$ cat src/rtl/jag_dec_pkg.sv
// Shared definitions for the registered select decoder.
// Contents:
//   state_t    - FSM state encoding (IDLE, SETUP, PULSE, HOLD, DONE)
//   CNT_W_MAX  - widest count the clamp helper handles
//   clamp_min1 - max(v, 1); a zero pulse length means a one-cycle strobe
package jag_dec_pkg;

  typedef enum logic [2:0] {
    ST_IDLE  = 3'd0,
    ST_SETUP = 3'd1,
    ST_PULSE = 3'd2,
    ST_HOLD  = 3'd3,
    ST_DONE  = 3'd4
  } state_t;

  localparam int unsigned CNT_W_MAX = 16;

  function automatic logic [CNT_W_MAX-1:0] clamp_min1(input logic [CNT_W_MAX-1:0] v);
    return (v == '0) ? {{(CNT_W_MAX-1){1'b0}}, 1'b1} : v;
  endfunction

endpackage

$ cat src/rtl/dec_sel_seq_onehot.sv
// Combinational gated binary-to-one-hot decoder.
// Ports:
//   sel_i  binary select
//   en_i   active-high enable (all outputs low when 0)
//   z_o    one-hot result; a select >= OUTS yields all zero
module dec_onehot
  import jag_dec_pkg::*;
#(
  parameter int SEL_W = 3,
  parameter int OUTS  = 8
) (
  input  logic [SEL_W-1:0] sel_i,
  input  logic             en_i,
  output logic [OUTS-1:0]  z_o
);

  always_comb begin
    z_o = '0;
    for (int n = 0; n < OUTS; n++) begin
      z_o[n] = en_i && (sel_i == SEL_W'(n));
    end
  end

endmodule

$ cat src/rtl/dec_sel_seq.sv
// Registered select decoder with programmable setup/pulse/hold strobe timing.
// An accepted request latches select, gate and timing, then sequences
// SETUP -> PULSE -> HOLD -> DONE, driving one registered one-hot strobe bit
// during PULSE and a one-cycle ack in DONE.
//
//   state | meaning
//   IDLE  | waiting for req
//   SETUP | counting setup cycles, strobe low
//   PULSE | strobe high for the latched select
//   HOLD  | counting hold cycles, strobe low
//   DONE  | ack (and err) for one cycle; a new req may be accepted here
//
// Ports:
//   sys_clk    clock, rising edge
//   reset      synchronous active-high reset
//   req        request, sampled while busy is low
//   sel        binary select, latched at acceptance
//   gl         active-low gate, latched at acceptance (1 = null cycle)
//   setup_cyc  setup cycles
//   pulse_cyc  strobe length (0 behaves as 1)
//   hold_cyc   hold cycles
//   busy       high in SETUP/PULSE/HOLD
//   z          registered one-hot strobe
//   ack        one-cycle completion pulse
//   err        with ack: latched select was out of range (gate open)
// OUTS must lie in 1..2**SEL_W and CNT_W must not exceed CNT_W_MAX.
module dec_sel_seq
  import jag_dec_pkg::*;
#(
  parameter int SEL_W = 3,
  parameter int OUTS  = 8,
  parameter int CNT_W = 4
) (
  input  logic             sys_clk,
  input  logic             reset,
  input  logic             req,
  input  logic [SEL_W-1:0] sel,
  input  logic             gl,
  input  logic [CNT_W-1:0] setup_cyc,
  input  logic [CNT_W-1:0] pulse_cyc,
  input  logic [CNT_W-1:0] hold_cyc,
  output logic             busy,
  output logic [OUTS-1:0]  z,
  output logic             ack,
  output logic             err
);

  localparam logic [SEL_W:0] OUTS_EXT = (SEL_W+1)'(OUTS);

  state_t           state_q, state_d;
  logic [CNT_W-1:0] cnt_q, cnt_d;
  logic [SEL_W-1:0] sel_q, sel_d;
  logic             gl_q, gl_d;
  logic             oor_q, oor_d;
  logic [CNT_W-1:0] p_q, p_d;
  logic [CNT_W-1:0] h_q, h_d;
  logic [OUTS-1:0]  z_q, z_d;

  logic             accept;
  logic             cnt_last;
  logic [CNT_W-1:0] pulse_clamped;
  logic [OUTS-1:0]  dec_z;

  assign accept        = req && ((state_q == ST_IDLE) || (state_q == ST_DONE));
  assign cnt_last      = (cnt_q == CNT_W'(1));
  assign pulse_clamped = CNT_W'(clamp_min1(CNT_W_MAX'(pulse_cyc)));

  // Operand latches. Only an accepting edge updates them, so input changes
  // during an operation are invisible.
  always_comb begin
    sel_d = sel_q;
    gl_d  = gl_q;
    oor_d = oor_q;
    p_d   = p_q;
    h_d   = h_q;
    if (accept) begin
      sel_d = sel;
      gl_d  = gl;
      oor_d = ({1'b0, sel} >= OUTS_EXT);
      p_d   = pulse_clamped;
      h_d   = hold_cyc;
    end
  end

  // The decoder looks at the next-state latch values so that a zero-setup
  // operation can raise z on the very edge that accepts it.
  dec_onehot #(
    .SEL_W (SEL_W),
    .OUTS  (OUTS)
  ) u_dec (
    .sel_i (sel_d),
    .en_i  (!gl_d),
    .z_o   (dec_z)
  );

  // One shared down-counter: loaded with the phase length on entry, the
  // phase ends on the cycle it reads 1.
  always_comb begin
    state_d = state_q;
    cnt_d   = cnt_q;
    if (accept) begin
      if (setup_cyc != '0) begin
        state_d = ST_SETUP;
        cnt_d   = setup_cyc;
      end else begin
        state_d = ST_PULSE;
        cnt_d   = pulse_clamped;
      end
    end else begin
      case (state_q)
        ST_IDLE: ;
        ST_SETUP: begin
          if (cnt_last) begin
            state_d = ST_PULSE;
            cnt_d   = p_q;
          end else begin
            cnt_d = cnt_q - CNT_W'(1);
          end
        end
        ST_PULSE: begin
          if (cnt_last) begin
            if (h_q != '0) begin
              state_d = ST_HOLD;
              cnt_d   = h_q;
            end else begin
              state_d = ST_DONE;
            end
          end else begin
            cnt_d = cnt_q - CNT_W'(1);
          end
        end
        ST_HOLD: begin
          if (cnt_last) begin
            state_d = ST_DONE;
          end else begin
            cnt_d = cnt_q - CNT_W'(1);
          end
        end
        ST_DONE: state_d = ST_IDLE;
        default: state_d = ST_IDLE;
      endcase
    end
  end

  assign z_d = (state_d == ST_PULSE) ? dec_z : '0;

  always_ff @(posedge sys_clk) begin
    if (reset) begin
      state_q <= ST_IDLE;
      cnt_q   <= '0;
      sel_q   <= '0;
      gl_q    <= 1'b0;
      oor_q   <= 1'b0;
      p_q     <= '0;
      h_q     <= '0;
      z_q     <= '0;
    end else begin
      state_q <= state_d;
      cnt_q   <= cnt_d;
      sel_q   <= sel_d;
      gl_q    <= gl_d;
      oor_q   <= oor_d;
      p_q     <= p_d;
      h_q     <= h_d;
      z_q     <= z_d;
    end
  end

  assign z    = z_q;
  assign busy = (state_q == ST_SETUP) || (state_q == ST_PULSE) || (state_q == ST_HOLD);
  assign ack  = (state_q == ST_DONE);
  assign err  = (state_q == ST_DONE) && oor_q && !gl_q;

endmodule

$ cat config.mk
export PLATFORM = sky130hd
export DESIGN_NAME = dec_sel_seq
export DESIGN_NICKNAME = d
export VERILOG_FILES = /design/src/rtl/jag_dec_pkg.sv /design/src/rtl/dec_sel_seq_onehot.sv /design/src/rtl/dec_sel_seq.sv
export SDC_FILE = /design/constraint.sdc
export NUM_CORES = 1
export LEC_CHECK = 0
export CELL_PAD_IN_SITES_DETAIL_PLACEMENT = 0
export CELL_PAD_IN_SITES_GLOBAL_PLACEMENT = 1
export CORE_MARGIN = 2
export CORE_UTILIZATION = 40
export DETAILED_ROUTE_END_ITERATION = 8
export PLACE_DENSITY = 0.95
export SYNTH_ARGS = -nofsm -noshare
export SYNTH_HDL_FRONTEND = slang
export SYNTH_SLANG_ARGS = --single-unit
$ cat constraint.sdc
create_clock -name sys_clk -period 5 [get_ports sys_clk]
set_input_delay 0.5 -clock sys_clk [delete_from_list [all_inputs] [get_ports sys_clk]]
set_output_delay 0.5 -clock sys_clk [all_outputs]
set_load 0.05 [all_outputs]
Word-level counts from Yosys, hierarchy flattened

Index checks and enable logic that the tools add are counted.

Bits in registers: 27
Input port bits: 19
Logic and storage cells: 62

Add/subtract/negate cells: 1
Eq/ne operators: 15
Multiplexer cells: 17
Bitwise operators: 1
Reductions and logical operators: 21

Operators by type and width:

| kind                                                                   | count |
|---|---|
| 4-bit two-way mux                                                      | 7 |
| 3-bit two-way mux                                                      | 6 |
| 3-bit by 2-bit equality test with 1-bit output (second input constant) | 5 |
| 3-bit equality test (second input constant)                            | 5 |
| 3-bit one-hot mux with 4 select lines                                  | 1 |
| 4-bit one-hot mux with 3 select lines                                  | 1 |
| 4-bit nonzero test                                                     | 3 |
| 1-bit logical AND                                                      | 9 |
| 3-bit by 1-bit equality test with 1-bit output (second input constant) | 2 |
| 3-bit zero test                                                        | 2 |
| 4-bit by 1-bit equality test with 1-bit output (second input constant) | 1 |
| 4-bit zero test                                                        | 1 |
| 4-bit != test (second input constant)                                  | 1 |
| 4-bit by 1-bit subtractor with 4-bit output (second input constant)    | 1 |
| 1-bit logical OR                                                       | 3 |
| 3-bit != test (second input constant)                                  | 1 |
| 3-bit AND reduction                                                    | 1 |
| 2-bit two-way mux                                                      | 1 |
| 2-bit OR reduction                                                     | 1 |
| 1-bit zero test                                                        | 1 |
| 1-bit two-way mux                                                      | 1 |
| 1-bit NOT                                                              | 1 |

Longest topological paths before layout

Gate-level depths: netlist (run 1).

Depth in word-level cells: 8
Gate-level depth with buffers: 7
Depth with buffers taken out: 6

Modules after synthesis

Synthesis (run 1) repeated with hierarchy kept, for this count alone.

Cells, all modules: 167
Area, all modules: 1,426.4 sq um

Modules (own cells, without submodules):

| module      | instances | cells an instance | area an instance (sq um) | seq. area each (sq um) |
|---|---|---|---|---|
| dec_sel_seq | 1         | 159               | 1,331.3                  | 540.5 |
| dec_onehot  | 1         | 8                 | 95.1                     | 0.0 |

Least setup slack after synthesis (run 1)

No wires, ideal clock.

Path kind: flip-flop to output port
Start: register state_q[0]
End: output ack
Arrival: 1.653 ns
Required time: 4.500 ns
Setup slack: 2.847 ns
Stages on the path, launching flop included: 3
Path buffers: 1
Path through: dfxtp_1 > buf_2 > nor3b_1

Word-level cells in the longest chain between the ends: 1

Ends and longest elaborated chain:

| element                | RTL line           | source |
|---|---|---|
| start, declared        | dec_sel_seq.sv:50  | `state_t state_q, state_d;` |
| start signal, assigned | dec_sel_seq.sv:158 | `state_q <= state_d;` |
| 3-bit equality test    | -                  |  |
| end, declared          | dec_sel_seq.sv:44  | `output logic ack,` |

No other way between the ends.

Final worst setup path (run 1)

Start: register state_q[0]
End: output busy

Word-level cells in the longest chain between the ends: 3
Elaborated cells between the ends (all ways): 5
Those cells by class: eq/ne (3); reduce/logical (2)

Ends and longest elaborated chain:

| element                                                                                                          | RTL line           | source |
|---|---|---|
| 3-bit by 1-bit equality test with 1-bit output or 3-bit by 2-bit equality test with 1-bit output (tied branches) | dec_sel_seq.sv:170 | `assign busy = (state_q == ST_SETUP) \|\| (state_q == ST_PULSE) \|\| (state_q == ST_HOLD);` |
| 1-bit logical OR                                                                                                 | dec_sel_seq.sv:170 |  |
| 1-bit logical OR (*)                                                                                             | dec_sel_seq.sv:170 |  |
| end, declared                                                                                                    | dec_sel_seq.sv:42  | `output logic busy,` |

Every way passes the cells marked *; elsewhere a longest branch is shown, timed or not.

==> results of run 1 <==
-- final timing paths --
check,startpoint,to,depth (start not counted)
min,p_q[1],p_q[1],2
max,state_q[0],busy,2
min reg2reg,p_q[1],p_q[1],2
max reg2reg,state_q[0],z[1],4
-- metal layers --
| metal | global-route usage | part of all wire | vias to the layer above | wire (um) |
|---|---|---|---|---|
| li1 | - | - | 622 | - |
| met1 | 0.204 | 0.49 | 567 | 1400 |
| met2 | 0.255 | 0.48 | 20 | 1360 |
| met3 | 0.0161 | 0.022 | 4 | 62 |
| met4 | 0.0652 | 0.015 | 0 | 42 |
| met5 | 0 | 0 | - | 0 |
-- placed cells by master (no fill, tap or decap), types with 2 or more instances in the layout --
cell / synthesis / layout
and3_1: 2 / 2
dfxtp_1: 27 / 27
inv_1: 6 / 6
a32oi_1: 2 / 2
clkbuf_4: 0 / 3
nand2_1: 24 / 24
a21oi_1: 17 / 17
o211ai_1: 2 / 2
clkdlybuf4s50_1: 0 / 28
nor2_1: 13 / 13
o21ai_0: 4 / 4
o31ai_1: 2 / 2
a2bb2oi_1: 2 / 2
nor3b_1: 2 / 2
nor3_2: 2 / 2
nor4_1: 2 / 2
nand2b_1: 4 / 4
mux2i_1: 2 / 2
nor2b_1: 5 / 5
ha_1: 2 / 2
nor3_1: 5 / 5
-- worst max-delay path: cells and delay by family, from the launching register on --
family                 cells  cell delay [ns]
DFF                        1             0.60
AOI/OAI and AO/OA          1             0.27
buffers and inverters      1             0.82
-- flip-flops by register name (all words and copies together), names as in the netlist --
register	flops
cnt_q	4
gl_q	1
z	8
sel_q	3
p_q	4
h_q	4
state_q	3
-- cell usage after synthesis, types with 2 or more instances --
cell type   n
a2bb2oi_1   2
ha_1        2
inv_1       6
nor2_1     13
nand2_1    24
o211ai_1    2
and3_1      2
mux2i_1     2
nor2b_1     5
nor3b_1     2
nor4_1      2
buf_6       3
nor3_1      5
clkbuf_1    3
nand2b_1    4
o31ai_1     2
buf_2       3
a21oi_1    17
nor3_2      2
o21ai_0     4
dfxtp_1    27
a32oi_1     2
-- report_power, final --
| group | internal (uW) | switching [uW] |
|---|---|---|
| logic | 131 | 161 |
| clock network | 30.6 | 68.1 |
| registers | 249 | 39.0 |
| total | 410 | 269 |
-- per-stage QoR --
stage | total power [uW] | hold WS (ns)
2_1_floorplan | 522 | 0.431
3_3_place_gp | 573 | 0.441
3_5_place_dp | 584 | 0.446
4_1_cts | 682 | 0.465
5_1_grt | 725 | 0.493
6_report | 679 | 0.465
-- cell type report --
| class | instances | area share |
|---|---|---|
| inverter | 6 | 0.0131 |
| clock inverter | 1 | 0.00438 |
| timing repair buffer | 29 | 0.168 |
| clock buffer | 3 | 0.0131 |
| tap | 46 | 0.0336 |
| multi-input combinational | 120 | 0.452 |
| sequential | 27 | 0.316 |
-- kinds of logic after synthesis --
logic type	share of synthesized area
AO/OA/AOI/OAI	0.222
XOR/XNOR	0.00623
adder cells (fa/ha/maj)	0.0178
buffers and inverters	0.0641
flip-flops	0.385
multiplexers	0.0463
other	0.00267
AND/OR/NAND/NOR	0.256
==> flow_summary.json, run 1 <==
{
  "grt_max_degree": 25,
  "peakVddDrop_uv": 163,
  "min_period_ns": 2.52,
  "port_buffers": 28,
  "drv_cap": 0,
  "dieHeight_um": 63.3,
  "netlist-cell-type-count": 51,
  "post_cts_buffers": 0,
  "status": "complete, no violations",
  "final_cell_area_um2": 1710,
  "drt-total-wl_um": 2870,
  "synth_flop_cell": "dfxtp_1",
  "path_class": "reg2out",
  "fmax_ghz": 0.396,
  "synth_edf_count": 0,
  "worstMarginPinSlew_ns": 0.946,
  "core_area_um2": 3360,
  "syn-num-nets": 184,
  "hold_violations": 0,
  "cp.arrival_ns": 2.02,
  "numCtsBuffers": 3,
  "num_vias": 1213,
  "antenna_left": 0,
  "cp-end-kind": "output pin",
  "grt_overflow": 0,
  "seqCellArea_um2": 541,
  "fin_crit_sh": 0.505,
  "setup_ws_ns": 2.48,
  "clock_latency_ns": 0.33,
  "layout.nets": 208,
  "first_pass_iters": 4,
  "die_w_um": 63.3,
  "clock-sinks": 27,
  "cts.repair.resized": 0,
  "rsz0062_at_grt": "false",
  "slowest_stage": "clkdlybuf4s50_1",
  "die-area_um2": 4000,
  "dpl-instance-area_um2": 1680,
  "syn_area_um2": 1410,
  "post-place-ws_ns": 2.50,
  "final_core_util": 0.509,
  "yosysWarnings": 0,
  "grtUsageTotal": 0.154,
  "final-setup-viol-count": 0,
  "multi_input_area_um2": 774,
  "diodes": 0,
  "cp-start-kind": "register",
  "ioPinCount": 30,
  "hpwl_um": 2160,
  "synthTopCellsByArea": "dfxtp_1 38%, nand2_1 6.4%, a21oi_1 6.1%",
  "required_ns": 4.50,
  "fp-row-count": 21,
  "finalSetupTns_ns": 0,
  "fill_cells": 361,
  "drt_iter0_markers": 44,
  "grt_pass1_vias": 1127,
  "start_util": 0.418,
  "async_flop_share": 0,
  "clockBufferDepth": 2,
  "h-tree-depth": 1,
  "netlist.area_leader.share": 0.385,
  "fin_cells": 232,
  "cts_root_buf": "clkbuf_4",
  "skew_ns": 0.00446,
  "area_growth_pct": 21.9,
  "place_congestion": 0.758,
  "crit_chain": "o21ba_2 -> clkdlybuf4s50_1",
  "drcViolationCount": 0,
  "clkTransAtPathRegs_ns": 0.15,
  "routed_via_density": 5.23,
  "dpl.cell_count": 228,
  "min_path_type": "reg2reg",
  "seq_area_frac_synth": 0.385,
  "wl_per_cell_um": 12.4,
  "p_leak_uw": 0.000619,
  "ys_ff_latch": 27,
  "drive_above_1_share": 0.108,
  "antenna_found_initial": 0,
  "synthCells": 163,
  "slowest_delay_ns": 0.82,
  "r2r_slack_ns": 2.90,
  "path_max_fanout": 14,
  "synth_top_area_cell": "dfxtp_1",
  "syn_area_per_cell_um2": 8.62,
  "slew_headroom": 0.370,
  "cts_tree": "built",
  "grt_pass1_wl_um": 5000,
  "finalMaxSlewViolations": 0,
  "p_per_area_nw_per_um2": 396,
  "hold_buffers": 0
}
No activity file was read; power rests on OpenSTA's default activity.
==> run 2, diff against run 1 <==
- CORE_UTILIZATION: 40 -> 33
- PLACE_DENSITY: 0.95 -> 0.85
- clock period: 5 -> 2 ns (I/O delays scaled with it)
==> run 2 against run 1 <==
First-iteration DRC count increased by 6.8%. Final cell count increased by 5.6%. Critical endpoint is now z[2]. Routed wire length increased by 6.8%. Clock skew decreased by 0.0032 ns. Largest power group unchanged.
==> flow_summary.json, run 2 (synthesized netlist as in run 1, its figures left out) <==
{
  "drv_cap": 0,
  "die-area_um2": 4800,
  "path_class": "reg2reg",
  "required_ns": 2.15,
  "area_growth_pct": 29.3,
  "use_met1": 0.193,
  "grt_busiest_layer": "met2",
  "hold_violations": 0,
  "drcViolationCount": 0,
  "fin_crit_sh": 0.928,
  "core_area_um2": 4060,
  "start_util": 0.346,
  "mostFrequentLayoutCell": "dfxtp_1",
  "grt_pass1_wl_um": 5390,
  "place_congestion": 0.778,
  "p_leak_uw": 0.000684,
  "clock-sinks": 27,
  "final-setup-viol-count": 0,
  "wl_per_cell_um": 12.5,
  "fill_cells": 412,
  "die_w_um": 69.3,
  "drt_iter0_markers": 47,
  "h-tree-depth": 1,
  "clockBufferDepth": 2,
  "numCtsBuffers": 3,
  "min_path_type": "reg2reg",
  "drive_above_1_share": 0.164,
  "first_pass_iters": 7,
  "fp-row-count": 23,
  "routed_via_density": 4.92,
  "fin_cells": 245,
  "p_per_area_nw_per_um2": 1010,
  "finalSetupTns_ns": 0,
  "antenna_found_initial": 0,
  "worstMarginPinSlew_ns": 0.511,
  "slew_headroom": 0.659,
  "met2_usage": 0.204,
  "hpwl_um": 2380,
  "grtUsageTotal": 0.135,
  "cp-start-kind": "register",
  "cp.arrival_ns": 2.01,
  "antenna_left": 0,
  "clkTransAtPathRegs_ns": 0.09,
  "cp-end-kind": "register",
  "dieHeight_um": 69.3,
  "status": "complete, no violations",
  "finalMaxSlewViolations": 0,
  "mostFrequentLayoutCells": "27 x dfxtp_1, 26 x clkdlybuf4s50_1, 24 x nand2_1",
  "peakVddDrop_uv": 287,
  "path_max_fanout": 5,
  "fmax_ghz": 0.539,
  "num_vias": 1205,
  "diodes": 0,
  "largest_reg_flops": 8,
  "grt_overflow": 0,
  "grt_max_degree": 25,
  "min_period_ns": 1.86,
  "dpl.cell_count": 241,
  "drt-total-wl_um": 3060,
  "ioPinCount": 30,
  "layout.nets": 217,
  "grt_pass1_vias": 1137,
  "cts_root_buf": "clkbuf_8",
  "hold_ws_ns": 0.456,
  "port_buffers": 28,
  "hold_buffers": 0,
  "met3_usage": 0.0218,
  "cts_tree": "built",
  "rsz0062_at_grt": "false",
  "post_cts_buffers": 0,
  "skew_ns": 0.00128,
  "clock_latency_ns": 0.27
}
-- run 2: cell count changes in the layout (fill, tap and decap cells not counted), sizes merged --
cell,delta
buf,+11
clkdlybuf4s50,-2
-- run 2: final cells by class --
cell class / instances / area, um2 / share of cell area
clock inverters: 1 / 7.51 / 0.00413
well taps: 50 / 62.6 / 0.0344
inverters: 6 / 22.5 / 0.0124
clock buffers: 3 / 41.3 / 0.0227
multi-input cells: 120 / 779 / 0.429
repair buffers: 38 / 363 / 0.200
flip-flops and latches: 27 / 541 / 0.298
-- run 2: final timing paths --
check           start  endpoint  slack, ns  cells after the start
max          cnt_q[1]      z[2]       0.14                      6
min reg2reg    p_q[1]    p_q[1]       0.46                      2
min            p_q[1]    p_q[1]       0.46                      2
max reg2reg  cnt_q[1]      z[2]       0.14                      6
-- run 2: what timing repair did --
action	in CTS	in global routing
endpoints found under the setup margin	0	8
hold endpoints to repair	0	0
gates resized for setup	0	1
-- run 2: routing by layer --
layer	part of all wire	vias to the layer above
met4	0.013	0
li1	-	633
met2	0.46	15
met1	0.50	555
met3	0.024	2
met5	0	-
-- run 2: critical path, stage by stage (launching register included) --
cell and delay [ns]:
dfxtp_1 0.32, inv_1 0.10, ha_1 0.17, nor3b_2 0.32
mux2_2 0.39, a32oi_1 0.34, nor2_1 0.10
-- run 2: stage by stage --
stage               utilization  instance area [um2]  power [uW]  setup WS [ns]
CTS                       0.447                 1810        1840        0.00478
global route              0.448                 1820        1980         0.0398
global placement          0.434                 1760        1530         0.0862
finish                    0.448                 1820        1840          0.144
detailed placement        0.434                 1760        1530         0.0429
floorplan                     -                 1410        1310          0.148
-- run 2: power by group --
part           internal, uW  switching, uW  total [uW]
combinational           389            451         840
sequential              622           65.9         688
clock                   141            169         310
total                  1150            686        1840
==> run 3, diff against run 2 <==
- CORE_MARGIN: 2 -> default
- PLACE_DENSITY: 0.85 -> 0.71
==> run 3 against run 2 <==
Register-to-register slack better by 0.02 ns. Final cell count is 0.41% higher. Global-route usage is 3.2 points higher. Cell area is 2.0% higher. Setup slack better by 0.019 ns. Maximum frequency is 1.0% higher. Utilization is 0.89 points higher. Combinational power is 6.1% higher. Clock-buffer cell count is 1 higher. Sequential share of layout area is 0.58 points lower. First-iteration DRC count is 11% higher.
==> flow_summary.json, run 3 (synthesized netlist as in run 1, its figures left out) <==
{
  "drv_cap": 0,
  "die-area_um2": 4520,
  "numCtsBuffers": 3,
  "r2r_slack_ns": 0.16,
  "top_layer": "met4",
  "worstMarginPinSlew_ns": 0.512,
  "cp.arrival_ns": 2.04,
  "hpwl_um": 2570,
  "wl_met2_um": 1650,
  "min_period_ns": 1.84,
  "wl_per_cell_um": 13.9,
  "min_path_type": "in2reg",
  "cts_root_buf": "clkbuf_8",
  "multi_input_area_um2": 812,
  "hold_ws_ns": 0.467,
  "wl_met1_um": 1620,
  "drt_iter0_markers": 52,
  "crit_start": "cnt_q[1]",
  "largest_reg_flops": 8,
  "final-setup-viol-count": 0,
  "antenna_found_initial": 0,
  "antenna_left": 0,
  "cp-start-kind": "register",
  "grt_pass1_vias": 1240,
  "die_w_um": 67.3,
  "cts_tree": "built",
  "setup_ws_ns": 0.163,
  "finalSetupTns_ns": 0,
  "p_switching_uw": 721,
  "slew_headroom": 0.656,
  "cp-end-kind": "register",
  "port_buffers": 28,
  "rsz0062_at_grt": "false",
  "mostFrequentLayoutCell": "dfxtp_1",
  "p_int_uw": 1180,
  "fp-row-count": 23,
  "power.share.clock": 0.168,
  "status": "complete, no violations",
  "drcViolationCount": 0,
  "start_util": 0.346,
  "grt_pass1_wl_um": 5630,
  "p_per_area_nw_per_um2": 1020,
  "grt_max_degree": 25,
  "ioPinCount": 30,
  "fin_cells": 246,
  "fmax_ghz": 0.544,
  "grt_overflow": 0,
  "num_vias": 1268,
  "area_growth_pct": 31.9,
  "core_area_um2": 4060,
  "p_sw_frac": 0.380,
  "h-tree-depth": 1,
  "clock-sinks": 27,
  "path_max_fanout": 6,
  "drt-total-wl_um": 3420,
  "hold_violations": 0,
  "post-place-ws_ns": 0.0867,
  "diodes": 0,
  "hold_buffers": 0,
  "required_ns": 2.20,
  "grtUsageTotal": 0.168,
  "path_class": "reg2reg",
  "p_seq_frac": 0.363,
  "fin_crit_sh": 0.919,
  "clock_latency_ns": 0.28,
  "p_leak_uw": 0.000690,
  "place_congestion": 0.792,
  "fill_cells": 403,
  "clockBufferDepth": 2,
  "layout.nets": 218,
  "peakVddDrop_uv": 410,
  "rr_startpoint": "cnt_q[1]",
  "skew_ns": 0.0116,
  "first_pass_iters": 5,
  "comb_power_share": 0.470,
  "routed_via_density": 5.15,
  "min-delay-start": "hold_cyc[1]",
  "finalMaxSlewViolations": 0,
  "wl_met3_um": 134,
  "mostFrequentLayoutCells": "27 x dfxtp_1, 26 x clkdlybuf4s50_1, 24 x nand2_1",
  "dieHeight_um": 67.3,
  "seqCellArea_um2": 541,
  "drive_above_1_share": 0.168,
  "clkTransAtPathRegs_ns": 0.10,
  "dpl.cell_count": 238
}
## run 3: changes by cell type in the layout (fill, tap and decap cells not counted)
cell,delta
a32oi_4,+2
clkbuf_1,+1
nor3b_2,-1
a32oi_1,-2
nor3b_1,+1
clkinvlp_4,-1
buf_4,+1
## run 3: metal layers
metal  up-vias  track usage
met3         2       0.0389
met5         -            0
met1       607        0.204
met2        23        0.294
met4         0       0.0426
li1        636            -
## run 3: layout make-up
cell class                      instances  area share
Inverter                                6      0.0122
Clock buffer                            4      0.0243
Sequential cell                        27       0.292
Multi-Input combinational cell        120       0.438
Timing Repair Buffer                   39       0.200
Tap cell                               50      0.0338
## run 3: worst max-delay path, cell delays in order, from the launching register on
cell and delay [ns]:
dfxtp_1 0.35, inv_1 0.07, ha_1 0.19, nor3b_1 0.14, buf_4 0.16, buf_4 0.13
o211a_1 0.14, or3_4 0.35, o31ai_2 0.24
## run 3: worst paths after layout
| kind | to | cells past startpoint |
|---|---|---|
| setup reg to reg | cnt_q[0] | 8 |
| setup / recovery | cnt_q[0] | 8 |
| hold / removal | h_q[1] | 3 |
| hold reg to reg | p_q[2] | 2 |
## run 3: power groups by stage
stage / clock (uW) / combinational, uW / sequential, uW
2_1_floorplan: 0 / 606 / 699
4_1_cts: 328 / 823 / 686
6_report: 318 / 891 / 688
3_3_place_gp: 0 / 799 / 692
3_5_place_dp: 0 / 819 / 699
5_1_grt: 349 / 988 / 699
## run 3: repair_timing
action                                  CTS  global route
setup buffers                             0             4
resized for setup                         0             4
endpoints found under the setup margin    0             8
## run 3: per-stage QoR
stage / utilization / power (uW) / area (um2)
after CTS: 0.440 / 1840 / 1790
after global placement: 0.429 / 1490 / 1740
final: 0.457 / 1900 / 1850
after detailed placement: 0.429 / 1520 / 1740
after global routing: 0.457 / 2030 / 1850
after floorplan: - / 1310 / 1410
